## src/rtl/seq_cmp32_ctrl.sv

```systemverilog
// Sequencer for a bit-serial MSB-first comparator: latches two operands, streams
// them into the comparator one bit per clock, exits early once it has decided, and latches lt/eq/gt.
module seq_cmp32_ctrl #(
  parameter int WIDTH = 32
) (
  input  logic             clk,
  input  logic             rst,
  input  logic             start,
  input  logic             sgn,
  input  logic [WIDTH-1:0] a_word,
  input  logic [WIDTH-1:0] b_word,
  output logic             busy,
  output logic             done,
  output logic             lt,
  output logic             eq,
  output logic             gt,
  output logic             cmp_rst,
  output logic             cmp_op,
  output logic             cmp_a,
  output logic             cmp_b,
  input  logic             cmp_l,
  input  logic             cmp_e,
  input  logic             cmp_g,
  output logic [2:0]       dbg_state
);

  localparam int CW = $clog2(WIDTH);

  // Handshake: start is a level sampled at the rising edge. It is honoured only while
  // the sequencer is in IDLE or DONE and ignored while busy is high. done is a one-cycle
  // pulse, and lt/eq/gt hold from that cycle until the next capture.
  typedef enum logic [2:0] {
    S_IDLE  = 3'd0,
    S_CLR   = 3'd1,
    S_SHIFT = 3'd2,
    S_WAIT  = 3'd3,
    S_DONE  = 3'd4
  } state_t;

  state_t          state_q, state_d;
  logic [WIDTH-1:0] opa_q, opa_d;
  logic [WIDTH-1:0] opb_q, opb_d;
  logic [CW-1:0]    cnt_q, cnt_d;
  logic             lt_q, lt_d;
  logic             eq_q, eq_d;
  logic             gt_q, gt_d;
  logic             cmp_rst_q, cmp_rst_d;
  logic             accept;
  logic [WIDTH-1:0] msb_mask;

  // Flipping the sign bit maps two's-complement order onto unsigned order.
  assign msb_mask = {sgn, {(WIDTH-1){1'b0}}};

  always_comb begin
    state_d   = state_q;
    opa_d     = opa_q;
    opb_d     = opb_q;
    cnt_d     = cnt_q;
    lt_d      = lt_q;
    eq_d      = eq_q;
    gt_d      = gt_q;
    busy      = 1'b0;
    done      = 1'b0;
    cmp_op    = 1'b1;
    cmp_a     = 1'b0;
    cmp_b     = 1'b0;
    accept    = 1'b0;

    case (state_q)
      S_IDLE: accept = start;
      S_CLR: begin
        busy    = 1'b1;
        state_d = S_SHIFT;
      end
      S_SHIFT: begin
        busy   = 1'b1;
        cmp_op = 1'b0;
        cmp_a  = opa_q[cnt_q];
        cmp_b  = opb_q[cnt_q];
        cnt_d  = cnt_q - 1'b1;
        // A decided comparator wins over the last-bit exit.
        if (cmp_l || cmp_g) begin
          lt_d    = cmp_l;
          eq_d    = 1'b0;
          gt_d    = cmp_g;
          state_d = S_DONE;
        end else if (cnt_q == '0) begin
          state_d = S_WAIT;
        end
      end
      S_WAIT: begin
        busy    = 1'b1;
        lt_d    = cmp_l;
        eq_d    = cmp_e;
        gt_d    = cmp_g;
        state_d = S_DONE;
      end
      S_DONE: begin
        done    = 1'b1;
        accept  = start;
        state_d = S_IDLE;
      end
      default: state_d = S_IDLE;
    endcase

    if (accept) begin
      opa_d   = a_word ^ msb_mask;
      opb_d   = b_word ^ msb_mask;
      cnt_d   = CW'(WIDTH - 1);
      state_d = S_CLR;
    end

    cmp_rst_d = (state_d == S_CLR);
  end

  always_ff @(posedge clk) begin
    if (!rst) begin
      state_q   <= S_IDLE;
      opa_q     <= '0;
      opb_q     <= '0;
      cnt_q     <= '0;
      lt_q      <= 1'b0;
      eq_q      <= 1'b0;
      gt_q      <= 1'b0;
      cmp_rst_q <= 1'b1;
    end else begin
      state_q   <= state_d;
      opa_q     <= opa_d;
      opb_q     <= opb_d;
      cnt_q     <= cnt_d;
      lt_q      <= lt_d;
      eq_q      <= eq_d;
      gt_q      <= gt_d;
      cmp_rst_q <= cmp_rst_d;
    end
  end

  assign lt        = lt_q;
  assign eq        = eq_q;
  assign gt        = gt_q;
  assign cmp_rst   = cmp_rst_q;
  assign dbg_state = state_q;

endmodule

```

## config.mk

```make
export PLATFORM = sky130hd
export DESIGN_NAME = seq_cmp32_ctrl
export DESIGN_NICKNAME = d
export VERILOG_FILES = /design/src/rtl/seq_cmp32_ctrl.sv
export SDC_FILE = /design/constraint.sdc
export NUM_CORES = 1
export LEC_CHECK = 0
export ABC_CLOCK_PERIOD_IN_PS = 2000
export CAP_MARGIN = 15
export CORE_MARGIN = 10
export CORE_UTILIZATION = 46
export CTS_CLUSTER_DIAMETER = 120
export CTS_CLUSTER_SIZE = 16
export DETAILED_ROUTE_END_ITERATION = 12
export GPL_TIMING_DRIVEN = 1
export MAX_ROUTING_LAYER = met4
export PLACE_DENSITY = 0.78
export REMOVE_ABC_BUFFERS = 1
export SKIP_LAST_GASP = 1
export SLEW_MARGIN = 0
export SYNTH_ARGS = -nofsm -noshare
export SYNTH_HDL_FRONTEND = slang
export SYNTH_SLANG_ARGS = --single-unit
export TNS_END_PERCENT = 5
```

## constraint.sdc

```tcl
create_clock -name clk -period 2 [get_ports clk]
set_input_delay 0.2 -clock clk [delete_from_list [all_inputs] [get_ports clk]]
set_output_delay 0.2 -clock clk [all_outputs]
set_load 0.01 [all_outputs]
```

; After elaboration in Yosys (flattened, before gate mapping)
; Cells that the tools add are included.
[totals]
regBits = 76
wordCells = 48
output_inout_bits = 12
inputBits = 71
[classes]
bitwise = 2
mux = 22
n_reduce_logical = 8
magnitude_cmp = 1
eq_ne = 6
addsub = 1
[ops]
columns = operator, count
row1 = $xor A32 B32 Y32, 2
row2 = $pmux W3 S4, 1
row3 = $mux W1, 11
row4 = $bmux W1 S5, 2
row5 = $mux W5, 2
row6 = $mux W3, 3
row7 = $eq A3 B1 Y1 const B, 2
row8 = $eq A3 B2 Y1 const B, 2
row9 = $lt A5 B6 Y1 const B, 1
row10 = $pmux W1 S2, 3
row11 = $logic_not A5 Y1, 1
row12 = $sub A5 B1 Y5 const B, 1
row13 = $reduce_bool A2 Y1, 2
row14 = $eq A3 B3 Y1 const B, 1
row15 = $logic_not A3 Y1, 1
row16 = $reduce_or A3 Y1, 1
row17 = $ne A2 B2 Y1 const B, 1
row18 = $reduce_and A2 Y1, 1
row19 = $reduce_or A2 Y1, 1
row20 = $logic_or A1 B1 Y1, 1

; Longest topological paths before layout
[logic_depth]
depth_word = 6
ltp_mapped = 7
mapped_depth_nobuf = 5

; Worst setup path before layout
; OpenSTA, ideal clock, no wires.
[synth_path]
path_kind = register -> output
start = register cnt_q[1]
end = output cmp_a
slack_ps = 139
t_required_ps = 1800
path_buffers = 1
arrival_ps = 1661
stages_incl_launch_ff = 6
cell_sequence = dfxtp_1 -> buf_6 -> mux4_1 -> nor2_1 -> nor4_1 -> or4_1
[synth_via]
elab_chain_len = 3
[synth_lines]
columns = element, line_no
row1 = start: declaration, 43  ; logic [CW-1:0] cnt_q, cnt_d;
row2 = start signal: assignment, 130  ; cnt_q <= cnt_d;
row3 = $bmux W1 S5, 78  ; cmp_a = opa_q[cnt_q];
row4 = $mux W1 (not written as such), 78
row5 = $mux W1, 69  ; case (state_q)
row6 = end: declaration, 19  ; output logic cmp_a,
; No other way between the ends. The select of a mux whose other input is x is not followed.

; Worst setup path after layout
; Ends and elaborated chain as after synthesis.

==> impl_metrics.xml <==
<?xml version="1.0" encoding="UTF-8"?>
<metrics>
  <group name="die">
    <metric name="fp.dieH" unit="µm">107</metric>
    <metric name="floorplan.initialDensity" unit="%">47.6</metric>
    <metric name="placement_rows" unit="">31</metric>
    <metric name="dieArea" unit="mm²">0.0115</metric>
    <metric name="fp.dieW" unit="µm">107</metric>
    <metric name="design.portCount" unit="">83</metric>
    <metric name="design.core.area" unit="mm²">0.00733</metric>
  </group>
  <group name="worst_setup_path">
    <metric name="critPathRequiredTime" unit="ns">1.80</metric>
    <metric name="worstSetupEndpointType" unit="">primary output</metric>
    <metric name="crit_path_max_incr_delay" unit="ns">0.55</metric>
    <metric name="setup.worst_path.start_class" unit="">register</metric>
    <metric name="crit_path_cell_trace" unit="">buf_8 -&gt; mux2_2 -&gt; o2111a_1 -&gt; or4_4 -&gt; buf_6</metric>
    <metric name="category_of_the_critical_setup_timing_path" unit="">register to primary output</metric>
    <metric name="worstPathArrival" unit="ns">2.16</metric>
    <metric name="worstPathMaxFanout" unit="">7</metric>
    <metric name="critPathSlowestCell" unit="">or4_4</metric>
  </group>
  <group name="power">
    <metric name="max-vdd-ir-drop" unit="V">0.000339</metric>
    <metric name="power.density" unit="mW/mm²">733</metric>
    <metric name="p_leak" unit="nW">1.87</metric>
  </group>
  <group name="clock_network">
    <metric name="clock_path_buffers" unit="">2</metric>
    <metric name="count_of_hold_fix_buffers_inserted_at_cts" unit="">0</metric>
    <metric name="tritoncts" unit="">done</metric>
    <metric name="htree_levels" unit="">3</metric>
    <metric name="clock-sinks" unit="">76</metric>
    <metric name="cts_buffers" unit="">9</metric>
    <metric name="insertion_delay" unit="ns">0.35</metric>
    <metric name="path_clk_slew" unit="ns">0.08</metric>
    <metric name="root_buffer" unit="">clkbuf_8</metric>
  </group>
  <group name="drt">
    <metric name="detail_route.iter0.violations" unit="">99</metric>
    <metric name="drt-total-wl" unit="µm">8690</metric>
    <metric name="detailroute.via_count" unit="">3041</metric>
    <metric name="drc" unit="">0</metric>
    <metric name="wl_met3" unit="µm">367</metric>
    <metric name="detail_route.vias_per_cell" unit="">5.03</metric>
    <metric name="top_signal_layer_used" unit="">met4</metric>
    <metric name="drt_pass1_iterations" unit="">4</metric>
    <metric name="drt-wirelength-per-cell" unit="µm">14.4</metric>
    <metric name="wl_met2" unit="µm">4260</metric>
    <metric name="detail_route.wirelength.met1" unit="µm">3980</metric>
    <metric name="ant_nets" unit="">0</metric>
  </group>
  <group name="synth">
    <metric name="cell_types_occupying_the_most_area_after_synthesis" unit="">dfxtp_1 44%, nand2_1 15%, a21boi_0 13%, mux4_1 5.3%, mux2i_1 4.0%</metric>
    <metric name="yosys.area.top_type_share" unit="%">43.6</metric>
    <metric name="synth_async_sr_flop_share" unit="%">0</metric>
    <metric name="post_synth.cell_area_avg" unit="µm²">8.72</metric>
    <metric name="yosysTopAreaCell" unit="">dfxtp_1</metric>
    <metric name="yosys_warnings" unit="">0</metric>
    <metric name="yosys_cell_types" unit="">40</metric>
    <metric name="synth.top_cells.by_count" unit="">140 x nand2_1, 76 x dfxtp_1, 62 x a21boi_0, 18 x clkbuf_1, 14 x mux2i_1</metric>
    <metric name="ys_dominant_reg_cell" unit="">dfxtp_1</metric>
    <metric name="post-synth-top-count-cell" unit="">nand2_1</metric>
    <metric name="syn_inst" unit="">400</metric>
    <metric name="synth-edff-count" unit="">0</metric>
    <metric name="postSynthRegisterBits" unit="">76</metric>
    <metric name="share_of_the_yosys_chip_area_belonging_to_registers" unit="%">43.6</metric>
    <metric name="synth.cell_area" unit="mm²">0.00349</metric>
  </group>
  <group name="finish">
    <metric name="finish.net_count" unit="">573</metric>
    <metric name="utilization" unit="%">66.1</metric>
    <metric name="layout.filler_cells" unit="">584</metric>
    <metric name="antenna_cells_inserted" unit="">0</metric>
    <metric name="area_delta_synth_final" unit="%">38.8</metric>
    <metric name="finalInstanceArea" unit="mm²">0.00484</metric>
    <metric name="layout-drive-gt1-share" unit="%">13.7</metric>
  </group>
  <group name="status">
    <metric name="status" unit="">finished with violations</metric>
    <metric name="failed_checks" unit="">setup timing</metric>
  </group>
  <group name="sta">
    <metric name="final_min_period_over_clock_period" unit="%">118</metric>
    <metric name="final-hold-violation-count" unit="">0</metric>
    <metric name="timing.clock.skew" unit="ns">0.00782</metric>
    <metric name="max_slew_margin" unit="%">65.1</metric>
    <metric name="finalSetupViolCount" unit="">2</metric>
    <metric name="maxSlewViolCount" unit="">0</metric>
    <metric name="max_clock_freq" unit="GHz">0.424</metric>
    <metric name="rsz0062_at_grt" unit="">yes</metric>
    <metric name="period_minus_slack" unit="ns">2.36</metric>
    <metric name="timing_worst_slew_pin_value" unit="ns">0.524</metric>
    <metric name="smallest_setup_slack_after_layout" unit="ns">-0.359</metric>
  </group>
  <group name="global_routing">
    <metric name="first_global_vias" unit="">3102</metric>
    <metric name="globalRouteOverflowTotal" unit="">0</metric>
    <metric name="grt_pass1_wl" unit="µm">14400</metric>
    <metric name="globalRouteTotalUtil" unit="%">15.6</metric>
    <metric name="grt_start_max_net_pins" unit="">69</metric>
    <metric name="antenna_found_initial" unit="">0</metric>
  </group>
  <group name="run">
    <metric name="cap_violations" unit="">0</metric>
  </group>
  <group name="placement">
    <metric name="numPortBuffers" unit="">82</metric>
    <metric name="gp_congestion" unit="">0.842</metric>
    <metric name="detailedPlacementHpwl" unit="µm">6340</metric>
    <metric name="detailed_place.area" unit="mm²">0.00458</metric>
  </group>
  <group name="hold_path">
    <metric name="type_of_the_most_critical_hold_path" unit="">input port to register</metric>
  </group>
</metrics>
-- flip-flops by register name (all words and copies together) (netlist names) --
signal and cells:
cmp_rst 1, dbg_state 3, cnt_q 5, gt 1, opb_q 32, lt 1
eq 1, opa_q 32
-- per-stage QoR --
stage          setup TNS, ns  instances  total power, mW  hold slack, ns  worst slack, ns
2_1_floorplan          -5.76        371             2.01           0.283           -0.513
3_3_place_gp          -0.780        585             2.35           0.445           -0.459
3_5_place_dp          -0.942        585             2.37           0.452           -0.569
4_1_cts               -0.614        602             3.54           0.314           -0.346
5_1_grt               -0.812        604             3.72           0.357           -0.418
6_report              -0.658        604             3.55           0.325           -0.359
-- report_power, final --
part	switching, mW	internal [mW]	total (mW)
registers	0.0721	1.61	1.69
clock network	0.541	0.641	1.18
logic	0.287	0.395	0.682
total	0.900	2.65	3.55
-- what timing repair did --
| item | 4_1_cts | 5_1_grt |
|---|---|---|
| pin swaps | 0 | 2 |
| cloned | 0 | 1 |
| buffers inserted | 1 | 1 |
| setup endpoints to repair | 2 | 2 |
| gates resized for setup | 14 | 9 |
-- placed cells by master (no fill, tap or decap), types with 3 or more instances in the layout --
cell type          n
a21boi_0          62
a21boi_1           4
a21oi_1            5
a22oi_1            6
buf_12             3
buf_4             29
clkbuf_8          11
clkdlybuf4s50_1   79
dfxtp_1           74
mux2_2             3
mux2i_1           13
mux4_1             4
mux4_2             3
nand2_1          139
nand3_1            3
nor2_1             6
nor2b_1            9
xnor2_1            4
-- kinds of logic (layout without fill, tap and decap cells) --
group	count (synthesis)	after routing	share of synthesized area, %
AOI/OAI and AO/OA	86	86	18.7
xor gates and xnor gates	6	6	1.51
muxes	24	24	10.3
and+or+nand+nor	174	174	21.0
DFF	76	76	43.6
adders and majority gates	2	2	0.717
buffers and inverters	32	137	4.20
-- layer usage --
layer | vias up | track usage (%)
met4 | 0 | 5.80
li1 | 1555 | -
met5 | - | -
met3 | 9 | 3.83
met1 | 1412 | 17.7
met2 | 65 | 26.1
-- layout make-up --
type / count / area [µm²] / area share, %
multi-input combinational: 292 / 1820 / 37.6
tap: 99 / 124 / 2.56
clock buffer: 12 / 155 / 3.20
sequential: 76 / 1530 / 31.5
inverter: 3 / 11.3 / 0.232
clock inverter: 4 / 47.5 / 0.982
timing repair buffer: 118 / 1160 / 23.9
-- critical path: cells and delay by family (launching register included) --
family	cells	cell delay, ns
simple gates	1	0.55
flops	1	0.42
buf+inv	2	0.28
mux	1	0.33
compound gates	1	0.24
-- worst paths after layout --
kind | startpoint | to | slack, ns | cells past startpoint
setup / recovery | cnt_q[1] | cmp_a | -0.36 | 5
hold / removal | rst | cmp_rst | 0.32 | 2
setup reg to reg | dbg_state[0] | opb_q[28] | 0.47 | 6
hold reg to reg | opb_q[2] | opb_q[2] | 0.46 | 2
(Power assumes the default switching activity.)
